## config.mk

```make
export PLATFORM = sky130hd
export DESIGN_NAME = ahb_resp_mux
export DESIGN_NICKNAME = d
export VERILOG_FILES = /design/src/rtl/ahb_lite_pkg.sv /design/src/rtl/ahb_err_resp_gen.sv /design/src/rtl/ahb_resp_mux.sv
export SDC_FILE = /design/constraint.sdc
export NUM_CORES = 1
export LEC_CHECK = 0
export CORE_UTILIZATION = 30
export CTS_CLUSTER_SIZE = 28
export DETAILED_ROUTE_END_ITERATION = 10
export GPL_ROUTABILITY_DRIVEN = 0
export PLACE_DENSITY = 0.88
export REMOVE_ABC_BUFFERS = 1
export SYNTH_ARGS = -nofsm -noshare
export SYNTH_HDL_FRONTEND = slang
export SYNTH_SLANG_ARGS = --single-unit
```

## constraint.sdc

```tcl
create_clock -name clk -period 3.6 [get_ports clk]
set_clock_uncertainty 0.15 [all_clocks]
set_input_delay 0.72 -clock clk [delete_from_list [all_inputs] [get_ports clk]]
set_output_delay 0.72 -clock clk [all_outputs]
set_load 0.005 [all_outputs]
```

## src/rtl/ahb_lite_pkg.sv

```systemverilog
// ahb_lite_pkg: shared AHB-lite encodings for the response multiplexer.
//   HTRANS_* : transfer type codes (bit1 set means an active NONSEQ/SEQ)
//   HRESP_*  : response codes driven on HRESP
//   resp_state_t : states of the shared 2-cycle ERROR responder
package ahb_lite_pkg;

  localparam logic [1:0] HTRANS_IDLE   = 2'b00;
  localparam logic [1:0] HTRANS_BUSY   = 2'b01;
  localparam logic [1:0] HTRANS_NONSEQ = 2'b10;
  localparam logic [1:0] HTRANS_SEQ    = 2'b11;

  localparam logic HRESP_OKAY  = 1'b0;
  localparam logic HRESP_ERROR = 1'b1;

  typedef enum logic [1:0] {
    IDLE = 2'd0,
    ERR1 = 2'd1,
    ERR2 = 2'd2
  } resp_state_t;

endpackage

```

## src/rtl/ahb_err_resp_gen.sv

```systemverilog
// ahb_err_resp_gen: two-cycle AHB ERROR responder shared by the default
// slave and the stall watchdog.
//   clk    in  : system clock, rising edge
//   reset  in  : asynchronous active-low reset
//   start  in  : request an ERROR response (ignored while in ERR1)
//   hready out : 0 in ERR1, 1 otherwise (registered)
//   hresp  out : ERROR in ERR1/ERR2, OKAY in IDLE (registered)
//   busy   out : 1 while the responder owns the data phase (registered)
module ahb_err_resp_gen
  import ahb_lite_pkg::*;
(
  input  logic clk,
  input  logic reset,
  input  logic start,
  output logic hready,
  output logic hresp,
  output logic busy
);

  resp_state_t state;

  // State register with outputs computed alongside the next state.
  always_ff @(posedge clk or negedge reset) begin
    if (!reset) begin
      state  <= IDLE;
      hready <= 1'b1;
      hresp  <= HRESP_OKAY;
      busy   <= 1'b0;
    end else begin
      case (state)
        IDLE: begin
          if (start) begin
            state  <= ERR1;
            hready <= 1'b0;
            hresp  <= HRESP_ERROR;
            busy   <= 1'b1;
          end else begin
            state  <= IDLE;
            hready <= 1'b1;
            hresp  <= HRESP_OKAY;
            busy   <= 1'b0;
          end
        end
        ERR1: begin
          state  <= ERR2;
          hready <= 1'b1;
          hresp  <= HRESP_ERROR;
          busy   <= 1'b1;
        end
        ERR2: begin
          // ERR2 completes the transfer, so a new capture happens here and
          // may immediately request another error.
          if (start) begin
            state  <= ERR1;
            hready <= 1'b0;
            hresp  <= HRESP_ERROR;
            busy   <= 1'b1;
          end else begin
            state  <= IDLE;
            hready <= 1'b1;
            hresp  <= HRESP_OKAY;
            busy   <= 1'b0;
          end
        end
        default: begin
          state  <= IDLE;
          hready <= 1'b1;
          hresp  <= HRESP_OKAY;
          busy   <= 1'b0;
        end
      endcase
    end
  end

endmodule

```

## src/rtl/ahb_resp_mux.sv

```systemverilog
// ahb_resp_mux: AHB-lite slave-to-master response multiplexer with a
// built-in default slave and a stall watchdog.
//   clk          in  : system clock, rising edge
//   reset        in  : asynchronous active-low reset
//   HSEL         in  : one-hot address-phase select from the decoder
//   HTRANS       in  : master transfer type
//   HRDATA_S     in  : packed slave read data, slave i at [i*DATA_W +: DATA_W]
//   HREADYOUT_S  in  : per-slave ready
//   HRESP_S      in  : per-slave response (1 = ERROR)
//   HRDATA       out : read data to master
//   HREADY       out : transfer-done to master and all slaves
//   HRESP        out : response to master
//   timeout_evt  out : one-cycle pulse when the watchdog fires
//   sel_err      out : one-cycle pulse when a multi-hot HSEL is captured
module ahb_resp_mux
  import ahb_lite_pkg::*;
#(
  parameter int NUM_SLAVES = 4,
  parameter int DATA_W     = 32,
  parameter int TIMEOUT    = 16
) (
  input  logic                         clk,
  input  logic                         reset,
  input  logic [NUM_SLAVES-1:0]        HSEL,
  input  logic [1:0]                   HTRANS,
  input  logic [NUM_SLAVES*DATA_W-1:0] HRDATA_S,
  input  logic [NUM_SLAVES-1:0]        HREADYOUT_S,
  input  logic [NUM_SLAVES-1:0]        HRESP_S,
  output logic [DATA_W-1:0]            HRDATA,
  output logic                         HREADY,
  output logic                         HRESP,
  output logic                         timeout_evt,
  output logic                         sel_err
);

  // A zero TIMEOUT still needs a 1-bit counter so the declarations stay legal.
  localparam int WC_W = (TIMEOUT > 0) ? $clog2(TIMEOUT + 1) : 1;
  localparam logic [WC_W-1:0]       WC_MAX   = WC_W'(TIMEOUT);
  localparam logic [WC_W-1:0]       WC_ONE   = WC_W'(1);
  localparam logic [NUM_SLAVES-1:0] SEL_ZERO = {NUM_SLAVES{1'b0}};
  localparam logic [NUM_SLAVES-1:0] SEL_ONE  = NUM_SLAVES'(1);

  function automatic logic is_onehot(input logic [NUM_SLAVES-1:0] v);
    return (v != SEL_ZERO) && ((v & (v - SEL_ONE)) == SEL_ZERO);
  endfunction

  logic [NUM_SLAVES-1:0] sel_q;
  logic [WC_W-1:0]       wait_cnt;
  logic                  timeout_evt_r;
  logic                  sel_err_r;

  logic                  hsel_zero_s, hsel_multi_s, act_trans_s, dflt_s;
  logic                  sel_onehot_s, slave_path_s;
  logic [DATA_W-1:0]     rdata_sel_s;
  logic                  rdy_sel_s, resp_sel_s;
  logic                  wd_stall_s, wd_fire_s, capture_s, start_s;
  logic                  err_hready_s, err_hresp_s, err_busy_s;

  assign hsel_zero_s  = (HSEL == SEL_ZERO);
  assign hsel_multi_s = !hsel_zero_s && !is_onehot(HSEL);
  assign act_trans_s  = !((HTRANS == HTRANS_IDLE) || (HTRANS == HTRANS_BUSY));
  // Multi-hot selects go to the default slave whatever the transfer type.
  assign dflt_s       = hsel_multi_s || (hsel_zero_s && act_trans_s);

  assign sel_onehot_s = is_onehot(sel_q);
  assign slave_path_s = !err_busy_s && sel_onehot_s;

  // AND-OR mux of the slave responses; sel_q is one-hot whenever it is used.
  always_comb begin
    rdata_sel_s = {DATA_W{1'b0}};
    rdy_sel_s   = 1'b0;
    resp_sel_s  = 1'b0;
    for (int i = 0; i < NUM_SLAVES; i++) begin
      rdata_sel_s = rdata_sel_s | (HRDATA_S[i*DATA_W +: DATA_W] & {DATA_W{sel_q[i]}});
      rdy_sel_s   = rdy_sel_s   | (HREADYOUT_S[i] & sel_q[i]);
      resp_sel_s  = resp_sel_s  | (HRESP_S[i] & sel_q[i]);
    end
  end

  // Master-side response: ERROR responder, selected slave, or idle OKAY.
  always_comb begin
    HRDATA = {DATA_W{1'b0}};
    HREADY = 1'b1;
    HRESP  = HRESP_OKAY;
    if (err_busy_s) begin
      HRDATA = {DATA_W{1'b0}};
      HREADY = err_hready_s;
      HRESP  = err_hresp_s;
    end else if (sel_onehot_s) begin
      HRDATA = rdata_sel_s;
      HREADY = rdy_sel_s;
      HRESP  = resp_sel_s;
    end else begin
      HRDATA = {DATA_W{1'b0}};
      HREADY = 1'b1;
      HRESP  = HRESP_OKAY;
    end
  end

  // The watchdog fires only while the slave is still low in the cycle the
  // counter sits at TIMEOUT, so a slave rising in that cycle wins.
  assign wd_stall_s = slave_path_s && !rdy_sel_s;
  assign wd_fire_s  = (TIMEOUT > 0) && wd_stall_s && (wait_cnt == WC_MAX);
  assign capture_s  = HREADY;
  assign start_s    = (capture_s && dflt_s) || wd_fire_s;

  // Select capture, wait-state counter and event pulses.
  always_ff @(posedge clk or negedge reset) begin
    if (!reset) begin
      sel_q         <= SEL_ZERO;
      wait_cnt      <= {WC_W{1'b0}};
      timeout_evt_r <= 1'b0;
      sel_err_r     <= 1'b0;
    end else begin
      timeout_evt_r <= wd_fire_s;
      sel_err_r     <= capture_s && hsel_multi_s;
      if (capture_s) begin
        sel_q <= HSEL;
      end
      if (HREADY) begin
        wait_cnt <= {WC_W{1'b0}};
      end else if (wd_stall_s && (wait_cnt != WC_MAX)) begin
        wait_cnt <= wait_cnt + WC_ONE;
      end
    end
  end

  assign timeout_evt = timeout_evt_r;
  assign sel_err     = sel_err_r;

  ahb_err_resp_gen u_err (
    .clk    (clk),
    .reset  (reset),
    .start  (start_s),
    .hready (err_hready_s),
    .hresp  (err_hresp_s),
    .busy   (err_busy_s)
  );

endmodule

```

==> flow_summary.json <==
{
  "status": "finished, final reports clean",
  "postSynthAreaPerCell_sq_um": 8.17,
  "worst_pin_slew_ps": 635,
  "antenna_found_initial": 0,
  "critPathRequiredTime_ps": 2730,
  "grt_overflow": 0,
  "yosys.area.top_type": "a22oi_1",
  "async_reset_ff_share_pct": 100,
  "firstDrtPassIters": 5,
  "drc": 0,
  "grt_pass1_vias": 2239,
  "grt_max_degree": 33,
  "via_per_inst": 5.32,
  "ios": 180,
  "htreeDepth": 1,
  "die_area_sq_mm": 0.00547,
  "clock.fmax_ghz": 0.296,
  "clock_path_buffers": 2,
  "wl_per_cell_um": 17.7,
  "finalSetupViolCount": 0,
  "hold_viol": 0,
  "core_area_sq_mm": 0.00485,
  "power.density_mw_per_mm2": 473,
  "yosys.cell_types.count": 38,
  "hold_class": "register to register",
  "ys.flop_type": "dfrtp_1",
  "netlist_area_sq_mm": 0.00155,
  "yosysWarningCount": 0,
  "wirelength_mm": 7.60,
  "final_cell_mix": "clkdlybuf4s50_1, a22oi_1, a21oi_1",
  "path_clk_slew_ps": 60,
  "grt.total_usage_pct": 25.7,
  "dp_hpwl_mm": 6.01,
  "cts_tree": "done",
  "crit_path_max_fanout": 32,
  "post_cts_buffers": 0,
  "num_antenna_cells": 0,
  "cts_buffers": 3,
  "p_switching_uw": 679,
  "dp.cells": 425,
  "yosysSeqAreaShare_pct": 24.3,
  "synth_seq_cells": 15,
  "swShare_pct": 41.6,
  "areaGrowthSynthToFinish_pct": 122,
  "die_w_um": 73.9,
  "cts.sinks": 15,
  "insertion_delay_ps": 240,
  "start_kind": "register",
  "relSlewSlack_pct": 57.5,
  "hold_buffers": 0,
  "layout.nets": 509,
  "postRouteAntennaNets": 0,
  "stdcell_area_sq_mm": 0.00345,
  "final_common_cell": "clkdlybuf4s50_1",
  "io_buffers": 178,
  "instances_no_fill": 429,
  "r2r_slack_ps": 1350,
  "critPathCaptureType": "output port",
  "synth_area_leaders": "a22oi_1, dfrtp_1, a21oi_1",
  "power.internal_uw": 952,
  "fp.dieH_um": 73.9,
  "maxCapViolCount": 0,
  "grt_pass1_wl_mm": 10.9,
  "p_comb_share_pct": 74.2,
  "period_share_pct": 93.7,
  "rows": 25,
  "synth_top_cell_area_share_pct": 32.4,
  "cp.arrival_ps": 2500,
  "seq_power_share_pct": 17.8,
  "worstSetupPathType": "register to output port",
  "drt-initial-drc-count": 85,
  "postSynthCellCount": 190,
  "power_frac_clock_pct": 8.0,
  "ctsResizeCount": 0,
  "ir_drop_uv": 240,
  "cellLeakagePower_uw": 0.00131,
  "synth_edf_count": 0,
  "start_util_pct": 32.0,
  "dpl_cell_area_sq_mm": 0.00340,
  "clockRootBuffer": "clkbuf_8",
  "setup_tns_ps": 0,
  "drive_gt1_share_pct": 6.63,
  "drv_slew": 0,
  "vias": 2284,
  "rsz0062_at_grt": "false",
  "fin_crit_ps": 3370
}
## final timing paths
path | startpoint | end | cells after the start
max | sel_q[1] | HRDATA[25] | 6
min | u_err.state[1] | u_err.state[1] | 1
max reg2reg | sel_q[1] | sel_q[2] | 6
min reg2reg | u_err.state[1] | u_err.state[1] | 1
max in group asynchronous | reset | u_err.state[0] | 1
min in group asynchronous | reset | sel_err | 1
## registers in the layout, indices dropped and copies added (netlist names)
signal        flops
sel_q             4
u_err.hready      1
timeout_evt       1
wait_cnt          5
sel_err           1
u_err.state       2
u_err.busy        1
## power by group through the flow
stage                     sequential (uW)  clock (uW)  combinational (uW)
after CTS                             289         133                1200
final                                 290         131                1210
after detailed placement              291           0                1200
after global placement                288           0                1180
after floorplan                       390           0                 437
after global routing                  299         144                1310
## logic make-up (layout without fill, tap and decap cells)
logic type / Yosys count / after routing / synth area share, %
AOI/OAI and AO/OA: 110 / 110 / 48.3
DFF: 15 / 15 / 24.3
buffers and inverters: 26 / 198 / 7.82
adders and majority gates: 3 / 3 / 2.26
muxes: 4 / 4 / 3.38
xor gates and xnor gates: 5 / 5 / 2.82
and+or+nand+nor: 27 / 27 / 11.2
## cell usage after synthesis, types with 2 or more instances
cell and count:
nor2_1 6, xnor2_1 4, buf_4 3, nand3b_1 2, ha_1 2, a22oi_1 67
nor4_1 3, nor3_1 3, nor4b_2 2, mux2_4 2, nand2_1 3, dfrtp_1 14
buf_2 4, mux2_2 2, a21oi_1 33, inv_1 5, nand3_1 2, clkbuf_1 13
## area by class of cell
cell class                      count  area, sq um
Clock buffer                        4         45.0
Fill cell                         388         1400
Inverter                            5         18.8
Multi-Input combinational cell    149         1060
Sequential cell                    15          377
Tap cell                           67         83.8
Timing Repair Buffer              189         1860
## per-layer routing
metal  vias to the layer above  wire length (um)  GRT usage, %
met5                         -                 0             0
met4                         0                76          5.34
met3                         6               735          6.78
met2                       121              3960          48.2
met1                      1049              2820          29.1
li1                       1108                 -             -
## per-stage QoR
stage	setup WS [ps]	util, %	hold WS, ps	power (uW)
after floorplan	743	-	253	827
after global placement	296	70.1	269	1470
after detailed placement	328	70.1	275	1490
after CTS	60.2	71.0	300	1630
after global routing	66.8	71.1	306	1750
final	227	71.1	304	1630
## worst max-delay path: stages (launching register included)
cell	delay (ps)
dfrtp_1	440
buf_4	230
nor4b_2	70
a211oi_2	440
or2_4	490
a21oi_1	110
clkdlybuf4s50_1	480
Note: power is estimated with default switching activity, not from simulation.
